===== src/rtl/ysyx_23060111_mem_arb.sv =====
// ysyx_23060111_mem_arb: shares the single memory port between the IFU and the LSU.
// One transaction is outstanding at a time. The owner's request is latched at grant time,
// it is issued to memory and the response is routed back with a registered one-cycle pulse.
// An LSU grant streak counter stops the IFU from starving. A watchdog aborts hung
// transactions with an error response.
module ysyx_23060111_mem_arb #(
  parameter int AW            = 32,
  parameter int DW            = 32,
  parameter int LSU_BURST_MAX = 4,
  parameter int TIMEOUT       = 255
) (
  input  logic          clk,
  input  logic          rst,
  input  logic          ifu_req,
  input  logic [AW-1:0] ifu_addr,
  output logic          ifu_gnt,
  output logic          ifu_rvalid,
  output logic [DW-1:0] ifu_rdata,
  output logic          ifu_err,
  input  logic          lsu_req,
  input  logic          lsu_we,
  input  logic [AW-1:0] lsu_addr,
  input  logic [DW-1:0] lsu_wdata,
  input  logic [3:0]    lsu_wmask,
  output logic          lsu_gnt,
  output logic          lsu_rvalid,
  output logic [DW-1:0] lsu_rdata,
  output logic          lsu_err,
  output logic          mem_req,
  output logic          mem_we,
  output logic [AW-1:0] mem_addr,
  output logic [DW-1:0] mem_wdata,
  output logic [3:0]    mem_wmask,
  input  logic          mem_gnt,
  input  logic          mem_rvalid,
  input  logic [DW-1:0] mem_rdata,
  input  logic          mem_err,
  output logic          busy
);

  localparam int SW = $clog2(LSU_BURST_MAX + 1);
  localparam int TW = $clog2(TIMEOUT + 1);

  typedef enum logic [1:0] {
    ST_IDLE  = 2'd0,
    ST_ISSUE = 2'd1,
    ST_WAIT  = 2'd2
  } state_e;

  state_e        state_q, state_d;
  logic          owner_lsu_q, owner_lsu_d;
  logic          we_q, we_d;
  logic [AW-1:0] addr_q, addr_d;
  logic [DW-1:0] wdata_q, wdata_d;
  logic [3:0]    wmask_q, wmask_d;
  logic [SW-1:0] streak_q, streak_d;
  logic [TW-1:0] tmo_q, tmo_d;

  logic          ifu_rvalid_q, lsu_rvalid_q;
  logic          ifu_err_q, lsu_err_q;
  logic [DW-1:0] ifu_rdata_q, lsu_rdata_q;

  logic          rsp_set;
  logic          rsp_err;
  logic [DW-1:0] rsp_data;
  logic          gnt_ifu, gnt_lsu;
  logic          mem_req_c;
  logic          tmo_hit;

  // Next-state logic: arbitration in IDLE, memory handshake in ISSUE/WAIT, watchdog abort
  always_comb begin
    state_d     = state_q;
    owner_lsu_d = owner_lsu_q;
    we_d        = we_q;
    addr_d      = addr_q;
    wdata_d     = wdata_q;
    wmask_d     = wmask_q;
    streak_d    = streak_q;
    tmo_d       = tmo_q;
    rsp_set     = 1'b0;
    rsp_err     = 1'b0;
    rsp_data    = '0;
    gnt_ifu     = 1'b0;
    gnt_lsu     = 1'b0;
    mem_req_c   = 1'b0;
    tmo_hit     = (tmo_q == TW'(TIMEOUT));

    case (state_q)
      ST_IDLE: begin
        if (ifu_req && (!lsu_req || streak_q == SW'(LSU_BURST_MAX))) begin
          gnt_ifu     = 1'b1;
          owner_lsu_d = 1'b0;
          we_d        = 1'b0;
          addr_d      = ifu_addr;
          wdata_d     = '0;
          wmask_d     = 4'hF;
          streak_d    = '0;
          state_d     = ST_ISSUE;
        end else if (lsu_req) begin
          gnt_lsu     = 1'b1;
          owner_lsu_d = 1'b1;
          we_d        = lsu_we;
          addr_d      = lsu_addr;
          wdata_d     = lsu_wdata;
          wmask_d     = lsu_wmask;
          if (streak_q != SW'(LSU_BURST_MAX)) begin
            streak_d = streak_q + SW'(1);
          end
          state_d     = ST_ISSUE;
        end
      end
      ST_ISSUE: begin
        if (tmo_hit) begin
          rsp_set = 1'b1;
          rsp_err = 1'b1;
          state_d = ST_IDLE;
        end else begin
          mem_req_c = 1'b1;
          tmo_d     = tmo_q + TW'(1);
          if (mem_gnt) begin
            if (mem_rvalid) begin
              rsp_set  = 1'b1;
              rsp_err  = mem_err;
              rsp_data = (owner_lsu_q && we_q) ? '0 : mem_rdata;
              state_d  = ST_IDLE;
            end else begin
              state_d = ST_WAIT;
            end
          end
        end
      end
      ST_WAIT: begin
        if (tmo_hit) begin
          rsp_set = 1'b1;
          rsp_err = 1'b1;
          state_d = ST_IDLE;
        end else begin
          tmo_d = tmo_q + TW'(1);
          if (mem_rvalid) begin
            rsp_set  = 1'b1;
            rsp_err  = mem_err;
            rsp_data = (owner_lsu_q && we_q) ? '0 : mem_rdata;
            state_d  = ST_IDLE;
          end
        end
      end
      default: begin
        state_d = ST_IDLE;
      end
    endcase

    if (state_d == ST_IDLE) begin
      tmo_d = '0;
    end
  end

  // State, latched request fields, streak and watchdog registers
  always_ff @(posedge clk or negedge rst) begin
    if (!rst) begin
      state_q     <= ST_IDLE;
      owner_lsu_q <= 1'b0;
      we_q        <= 1'b0;
      addr_q      <= '0;
      wdata_q     <= '0;
      wmask_q     <= '0;
      streak_q    <= '0;
      tmo_q       <= '0;
    end else begin
      state_q     <= state_d;
      owner_lsu_q <= owner_lsu_d;
      we_q        <= we_d;
      addr_q      <= addr_d;
      wdata_q     <= wdata_d;
      wmask_q     <= wmask_d;
      streak_q    <= streak_d;
      tmo_q       <= tmo_d;
    end
  end

  // Registered response: one-cycle rvalid to the owner, rdata holds until its next response
  always_ff @(posedge clk or negedge rst) begin
    if (!rst) begin
      ifu_rvalid_q <= 1'b0;
      lsu_rvalid_q <= 1'b0;
      ifu_err_q    <= 1'b0;
      lsu_err_q    <= 1'b0;
      ifu_rdata_q  <= '0;
      lsu_rdata_q  <= '0;
    end else begin
      ifu_rvalid_q <= rsp_set && !owner_lsu_q;
      lsu_rvalid_q <= rsp_set && owner_lsu_q;
      ifu_err_q    <= rsp_set && !owner_lsu_q && rsp_err;
      lsu_err_q    <= rsp_set && owner_lsu_q && rsp_err;
      if (rsp_set && !owner_lsu_q) begin
        ifu_rdata_q <= rsp_data;
      end
      if (rsp_set && owner_lsu_q) begin
        lsu_rdata_q <= rsp_data;
      end
    end
  end

  // Grants are gated with reset so every output is low while reset is held
  assign ifu_gnt    = gnt_ifu && rst;
  assign lsu_gnt    = gnt_lsu && rst;
  assign ifu_rvalid = ifu_rvalid_q;
  assign lsu_rvalid = lsu_rvalid_q;
  assign ifu_rdata  = ifu_rdata_q;
  assign lsu_rdata  = lsu_rdata_q;
  assign ifu_err    = ifu_err_q;
  assign lsu_err    = lsu_err_q;
  assign mem_req    = mem_req_c;
  assign mem_we     = we_q;
  assign mem_addr   = addr_q;
  assign mem_wdata  = wdata_q;
  assign mem_wmask  = wmask_q;
  assign busy       = (state_q != ST_IDLE);

endmodule

===== config.mk =====
export PLATFORM = sky130hd
export DESIGN_NAME = ysyx_23060111_mem_arb
export DESIGN_NICKNAME = d
export VERILOG_FILES = /design/src/rtl/ysyx_23060111_mem_arb.sv
export SDC_FILE = /design/constraint.sdc
export NUM_CORES = 1
export LEC_CHECK = 0
export CORE_MARGIN = 2
export CORE_UTILIZATION = 35
export CTS_CLUSTER_DIAMETER = 150
export DETAILED_ROUTE_END_ITERATION = 10
export GPL_TIMING_DRIVEN = 0
export PLACE_DENSITY_LB_ADDON = 0.3
export SYNTH_ARGS = -nofsm -noshare
export SYNTH_HDL_FRONTEND = slang
export SYNTH_SLANG_ARGS = --single-unit

===== constraint.sdc =====
create_clock -name clk -period 2.06 [get_ports clk]
set_clock_uncertainty 0.1 [all_clocks]
set_input_delay 0.309 -clock clk [delete_from_list [all_inputs] [get_ports clk]]
set_output_delay 0.309 -clock clk [all_outputs]
set_load 0.02 [all_outputs]

Word-level counts from Yosys, hierarchy flattened
Index checks and enable logic that the tools add are counted.
{ "word_totals": {"input_bits": 140, "word_cells": 90, "reg_bits": 151} }
{ "classes": {"reduce_logical": 21, "n_eq_ne": 6, "muxes": 47, "add_sub_neg": 2} }
{ "ops": {"columns": ["operator", "n"], "rows": [
  ["$mux 32", 9],
  ["$pmux 32 s2", 1],
  ["$mux 8", 3],
  ["$mux 1", 19],
  ["$mux 2", 7],
  ["$mux 3", 3],
  ["$add 8x1->8 const B", 1],
  ["$eq 8x8->1 const B", 1],
  ["$logic_and 1x1->1", 8],
  ["$mux 4", 2],
  ["$reduce_bool 2->1", 4],
  ["$pmux 2 s3", 1],
  ["$logic_not 2->1", 2],
  ["$pmux 1 s2", 2],
  ["$reduce_and 2->1", 2],
  ["$add 3x1->3 const B", 1],
  ["$eq 3x3->1 const B", 1],
  ["$ne 3x3->1 const B", 1],
  ["$reduce_and 3->1", 1],
  ["$eq 2x1->1 const B", 1],
  ["$eq 2x2->1 const B", 1],
  ["$logic_not 1->1", 2],
  ["$ne 2x1->1 const B", 1],
  ["$reduce_or 2->1", 1],
  ["$logic_or 1x1->1", 1]
]} }

Logic depth before layout (Yosys ltp)
Gate-level depths: netlist of run 1.
{ "depth": {"ltp_word": 8, "mapped_depth": 9, "ltp_nobuf": 6} }

Least setup slack after synthesis of run 1
OpenSTA, ideal clock, no wires.
{ "synth_timing": {"path_type": "flip-flop to output port", "start": "reg streak_q[0]", "end": "out lsu_gnt", "required_ns": 1.651, "path_slack_ns": 0.074, "stages_incl_launch_ff": 9, "arrival_time_ns": 1.577, "path_cell_list": "dfrtp_1 > inv_1 > ha_1 > a21boi_2 > nand2b_1 > buf_4 > buf_4 > nand2_1 > nor2_1"} }
{ "synth_via": {"elab_chain_len": 6} }
{ "synth_rtl": {"columns": ["element", "line_no", "rtl"], "rows": [
  ["from (decl)", "56", "logic [SW-1:0] streak_q, streak_d;"],
  ["from (signal assigned)", "175", "streak_q <= streak_d;"],
  ["$eq 3x3->1", "90", "if (ifu_req && (!lsu_req || streak_q == SW'(LSU_BURST_MAX))) begin"],
  ["$logic_or 1x1->1", "90", null],
  ["$logic_and 1x1->1", "90", null],
  ["$mux 1", "90", null],
  ["$mux 1", "88", "case (state_q)"],
  ["$logic_and 1x1->1", "205", "assign lsu_gnt = gnt_lsu && rst;"],
  ["to (decl)", "25", "output logic lsu_gnt,"]
]} }
No other way between the ends.

Worst setup path in the final report of run 1
Same ends and word-level chain as after synthesis.

==> out/metrics.cfg, run 1 <==
[synthesis]
ys_seq_elements=151
syn_nets=632
synth_cells=485
synth.distinct_cells=42
yosys_warnings=0
ys_seq_area_frac=0.617
syn-cell-area_um2=6130
post_synth.cell_area_avg_um2=12.6

[detailed_routing]
drtPass1Iterations=4
detail_route.iter0.violations=254
ant_nets=0
vias_per_cell=5.13
vias=5336
drt_wl_total_um=20000
wl_per_cell_um=19.2
drc=0

[sta]
slew_headroom=0.526
finalMaxSlewViolations=0
setup_slack_ns=-0.0145
worst_slew_pin_slew_ns=0.707
holdWs_ns=-0.318
fin_crit_ns=2.07
max_freq_ghz=0.482
finalSetupViolCount=1
hold_viol=86
fin_crit_sh=1.01
grt_setup_unrepaired=yes

[clock_tree]
root_buffer=clkbuf_16
clock_sinks=151
clk-insertion-delay-late_ns=0.42
cts_tree=yes
clock_path_buffers=2
cts_buffers=17
path_clk_slew_ns=0.06
htreeDepth=4

[pwr]
leakage_nw=4.54
p_per_area_nw_per_um2=1520
power.total_mw=15.5
peakVddDrop_mv=0.674

[finish]
drive_above_1_share=0.134
final_core_util=0.592
final_common_cell=clkdlybuf4s50_1
final_cell_mix=clkdlybuf4s50_1, dfrtp_1, a22o_1, nand2_1, o21ai_0
syn_to_final_growth_pct=66.0
multi_input_area_um2=2240
seqCellArea_um2=3780
nets=950
nFillCells=1375
antenna_cells=0
final_area_um2=10200
stdcell_count=1041

[global_route]
grt_pass1_wl_um=30600
grt_overflow_total=0
met2_usage=0.370
antenna_found_initial=0
grt_max_degree=88
busiest_layer=met2
grt_pass1_vias=5526
track_usage=0.217
gr-usage-met3=0.0649
use_met1=0.258

[critical_path]
arrival_ns=1.67
crit_chain=inv_2 -> ha_4 -> a21boi_4 -> nand2b_4 -> buf_12 -> nand2_4 -> nor2_4 -> buf_6
worstSetupPathType=reg -> out
crit_path_end_kind=output port
slowest_stage=dfrtp_1
cp_max_fo=3
slowest_delay_ns=0.37
crit_required_ns=1.65
cp-start-kind=register

[floorplan]
design.die.area_um2=18600
num_rows=48
initial_utilization=0.357
die_h_um=136
core_um2=17200
num_io_pins=281
chipWidth_um=136

[place]
dpl.hpwl_um=14700
dpl-instance-area_um2=9240
port_buffers=280
placed_cells=991
gp_congestion=0.869

[outcome]
status=complete, but fails checks
violations=negative hold slack, negative setup slack

[worst_hold_path]
hold_class=in -> async

[job]
maxCapViolations=0

worst paths after layout:
check	slack [ns]	from	to	cells past startpoint
setup / recovery	-0.01	streak_q[0]$_DFFE_PN0P_	lsu_gnt	8
hold / removal	-0.32	rst	ifu_rdata[13]$_DFFE_PN0P_	1
setup reg to reg	0.08	state_q[0]$_DFF_PN0_	ifu_rdata[19]$_DFFE_PN0P_	7
hold reg to reg	0.38	mem_addr[5]$_DFFE_PN0P_	mem_addr[5]$_DFFE_PN0P_	2
max in group asynchronous	1.46	rst	mem_wdata[29]$_DFFE_PN0P_	2
min in group clk	0.38	lsu_wdata[10]	mem_wdata[10]$_DFFE_PN0P_	2
cell families after synthesis:
group | after synthesis | share of synthesized area
flip-flops | 151 | 0.617
multiplexers | 34 | 0.0556
XOR/XNOR | 1 | 0.00143
adder cells (fa/ha/maj) | 7 | 0.0143
buffers and inverters | 45 | 0.0382
AO/OA/AOI/OAI | 167 | 0.212
AND/OR/NAND/NOR | 80 | 0.0613
per-stage QoR:
step                hold WS [ns]  TNS, ns  setup WS [ns]
global placement           0.364  -829.25          -5.28
floorplan                -0.0866        0         0.0735
global route              -0.274   -0.195         -0.106
CTS                       -0.278   -0.259         -0.137
finish                    -0.318  -0.0145        -0.0145
detailed placement         0.324   -37.89         -0.876
final cells by class:
class | count | area share
sequential | 151 | 0.372
timing repair buffer | 302 | 0.295
multi-input combinational | 289 | 0.220
clock buffer | 18 | 0.0432
tap | 225 | 0.0277
buffer | 31 | 0.0229
clock inverter | 14 | 0.0160
inverter | 11 | 0.00406
registers in the layout, summed over array words and instances, names as in the netlist, 2 cells and up:
register	flops
tmo_q	8
mem_addr	32
mem_wdata	32
ifu_rdata	32
state_q	2
streak_q	3
lsu_rdata	32
mem_wmask	4
power by group:
group          internal (mW)  switching, mW  total (mW)
Sequential              4.18          0.750        4.93
Combinational           3.63           3.75        7.38
Clock                   1.85           1.32        3.17
worst max-delay path, delay by kind of cell, from the launching register on:
family | cells | cell delay (ns)
flip-flops | 1 | 0.37
adder cells (fa/ha/maj) | 1 | 0.16
AO/OA/AOI/OAI | 1 | 0.12
buffers and inverters | 3 | 0.29
AND/OR/NAND/NOR | 3 | 0.30
synthesized netlist by cell type (all sizes together):
library cell | number | area [um^2]
a2111oi | 2 | 36.3
a211oi | 5 | 37.5
a21boi | 3 | 26.3
a21oi | 2 | 10.0
a221oi | 1 | 8.76
a22o | 98 | 858
a22oi | 3 | 22.5
a31oi | 1 | 6.26
a32o | 1 | 10.0
a32oi | 1 | 8.76
and2 | 2 | 12.5
and3 | 1 | 6.26
and4 | 3 | 28.8
buf | 24 | 155
clkbuf | 10 | 37.5
dfrtp | 151 | 3780
ha | 7 | 87.6
inv | 11 | 41.3
mux2i | 34 | 340
nand2 | 43 | 161
nand2b | 4 | 25.0
nand3 | 10 | 50.1
nand4 | 1 | 21.3
nor2 | 12 | 45.0
nor2b | 1 | 6.26
nor3 | 1 | 5.00
nor3b | 1 | 7.51
o211ai | 1 | 7.51
o21ai | 43 | 219
o221ai | 1 | 8.76
o22a | 4 | 35.0
o22ai | 1 | 6.26
or2 | 1 | 6.26
xor2 | 1 | 8.76
timing repair:
action                                  CTS  global route
endpoints found under the setup margin  107           115
endpoints found under the hold margin    86            86
gates resized for setup                  51            30
buffers inserted                         12             9
cloned                                    0             1
pin swaps                                 5             7
routing by layer:
layer  routed length [um]  share of wire  up-vias
met2                 9870           0.49      238
met5                    0              0        -
li1                     -              -     2442
met3                 1550          0.078       30
met1                 8140           0.41     2626
met4                  451          0.023        0
(Power assumes the default switching activity.)
==> inputs of run 2 (changes only) <==
- SLEW_MARGIN: not set -> 40
==> run 2 against run 1 <==
Net effect: the flow finishes with violations (negative setup slack); sequential power about the same; non-clock buffer count up 5; global-route usage up 0.20 points; fmax up 0.23%; first-iteration DRC count down 11%; final cell count up 0.48%; combinational power down 0.5%; critical path depth down 3; clock power about the same; power down 0.25%; critical endpoint is now mem_req; largest cell class unchanged.
==> out/metrics.cfg, run 2 (synthesis gave the netlist of run 1 again) <==
[outcome]
status=complete, but fails checks
violations=negative setup slack

[job]
maxCapViolations=0  ; unchanged

[sta]
finalSetupViolCount=1  ; unchanged
setup_slack_ns=-0.00970  ; +0.00485 ns
max_freq_ghz=0.483  ; +0.23%
finalMaxSlewViolations=0  ; unchanged
hold_viol=0  ; -100%
grt_setup_unrepaired=yes
fin_crit_ns=2.07  ; -0.00485 ns
slew_headroom=0.521  ; -0.00416
setup_tns_ns=-0.00970  ; +0.00485 ns
fin_crit_sh=1.00  ; -0.00236
worst_slew_pin_slew_ns=0.713  ; +0.00619 ns

[clock_tree]
clock_sinks=151  ; unchanged
clk-insertion-delay-late_ns=0.42  ; about the same
root_buffer=clkbuf_16
path_clk_slew_ns=0.06  ; about the same
cts_buffers=17  ; unchanged
htreeDepth=4  ; unchanged
cts_tree=yes
clock_path_buffers=2  ; unchanged

[critical_path]
worst_r2r_path_depth=7  ; unchanged
slowest_delay_ns=0.42  ; +0.05 ns
critPathTopFamily=simple AND/OR/NAND/NOR gates
slowest_stage=dfrtp_1
arrival_ns=1.66  ; about the same
cp_max_fo=2  ; -1
cp-start-kind=register
crit_path_end_kind=output port
path_buf_inv=1  ; -2
cp.depth=5  ; -3
crit_chain=ha_4 -> nand4_4 -> or2_4 -> and2_4 -> buf_6
worstSetupPathType=reg -> out
crit_required_ns=1.65  ; about the same

[place]
gp_congestion=0.869  ; unchanged
dpl-instance-area_um2=9270  ; +0.34%
port_buffers=280  ; unchanged
dpl.hpwl_um=14700  ; +0.28%

[floorplan]
initial_utilization=0.357  ; unchanged
num_rows=48  ; unchanged
num_io_pins=281  ; unchanged
chipWidth_um=136  ; unchanged
die_h_um=136  ; unchanged
design.die.area_um2=18600  ; unchanged
core_um2=17200  ; unchanged

[detailed_routing]
drc=0  ; unchanged
drtPass1Iterations=4  ; unchanged
vias_per_cell=5.11  ; -0.37%
ant_nets=0  ; unchanged
vias=5342  ; +0.11%
detail_route.iter0.violations=225  ; -11%
drt_wl_total_um=20000  ; -0.23%
wl_per_cell_um=19.1  ; -0.71%

[finish]
final_area_um2=10200  ; +0.78%
final_core_util=0.597  ; +0.00459
antenna_cells=0  ; unchanged
drive_above_1_share=0.138  ; +0.00406
final_common_cell=clkdlybuf4s50_1
syn_to_final_growth_pct=67.3
nets=955  ; +0.53%
final_cell_mix=clkdlybuf4s50_1, dfrtp_1, a22o_1, nand2_1, o21ai_0

[worst_hold_path]
hold_class=in -> async

[pwr]
leakage_nw=4.58  ; +0.88%
peakVddDrop_mv=0.766  ; +14%
p_per_area_nw_per_um2=1510  ; -1.0%

[global_route]
grt_pass1_vias=5595  ; +1.2%
antenna_found_initial=0  ; unchanged
track_usage=0.219  ; +0.00197
grt_overflow_total=0  ; unchanged
grt_max_degree=67  ; -24%
grt_pass1_wl_um=31000  ; +1.2%

## run 2: cell types whose count changed in the layout (fill, tap and decap cells not counted), sizes merged
cell and change:
dlymetal6s2s +1, clkinv +2, buf -1, dlygate4sd3 +1
dlygate4sd2 -1, clkinvlp -2, clkbuf +5
## run 2: path summary, 6_finish.rpt
check,startpoint,endpoint,slack (ns)
min in group clk,mem_addr[5]$_DFFE_PN0P_,mem_addr[5]$_DFFE_PN0P_,0.38
max in group asynchronous,rst,ifu_rdata[8]$_DFFE_PN0P_,1.07
setup reg to reg,state_q[1]$_DFF_PN0_,lsu_rdata[25]$_DFFE_PN0P_,0.05
hold reg to reg,mem_addr[5]$_DFFE_PN0P_,mem_addr[5]$_DFFE_PN0P_,0.38
hold / removal,rst,ifu_rdata[17]$_DFFE_PN0P_,0.007
setup / recovery,tmo_q[0]$_DFFE_PN0P_,mem_req,-0.01
## run 2: cell type report
class | count | area, um^2
fill | 1382 | 6930
inverter | 11 | 43.8
timing repair buffer | 307 | 3130
clock inverter | 14 | 164
sequential | 151 | 3780
clock buffer | 18 | 439
buffer | 31 | 194
tap | 225 | 282
multi-input combinational | 289 | 2220
## run 2: repair_timing
item / CTS / global route
pin swaps: 5 / 7
endpoints found under the hold margin: 86 / 0
setup buffers: 11 / 8
hold buffers: 6 / 0
gates resized for setup: 43 / 23
endpoints found under the setup margin: 106 / 102
## run 2: where the power goes
group          switching (mW)  internal, mW  leakage (nW)
Sequential              0.753          4.18          1.95
Combinational            3.72          3.62          2.33
Clock                    1.32          1.85         0.292
## run 2: stage by stage
step	power [mW]	hold slack [ns]	std cells	setup WS, ns
2_1_floorplan	8.36	-0.0866	485	0.0735
3_3_place_gp	11.7	0.364	990	-5.28
3_5_place_dp	11.9	0.102	992	-0.884
4_1_cts	15.4	0.00507	1040	-0.162
5_1_grt	16.3	0.0177	1046	-0.0359
6_report	15.4	0.00694	1046	-0.00970
## run 2: worst reg2reg max path, stage by stage (launching register included)
cell	delay (ns)
dfrtp_2	0.45
buf_4	0.15
ha_2	0.19
o21ai_0	0.33
o21ai_2	0.13
nand3_2	0.17
buf_2	0.25
a22o_1	0.19
## run 2: per-layer routing
| layer | routed length (um) | track usage |
|---|---|---|
| met5 | 0 | 0 |
| met4 | 364 | 0.0770 |
| met3 | 1640 | 0.0638 |
| met2 | 10000 | 0.378 |
| met1 | 7960 | 0.260 |
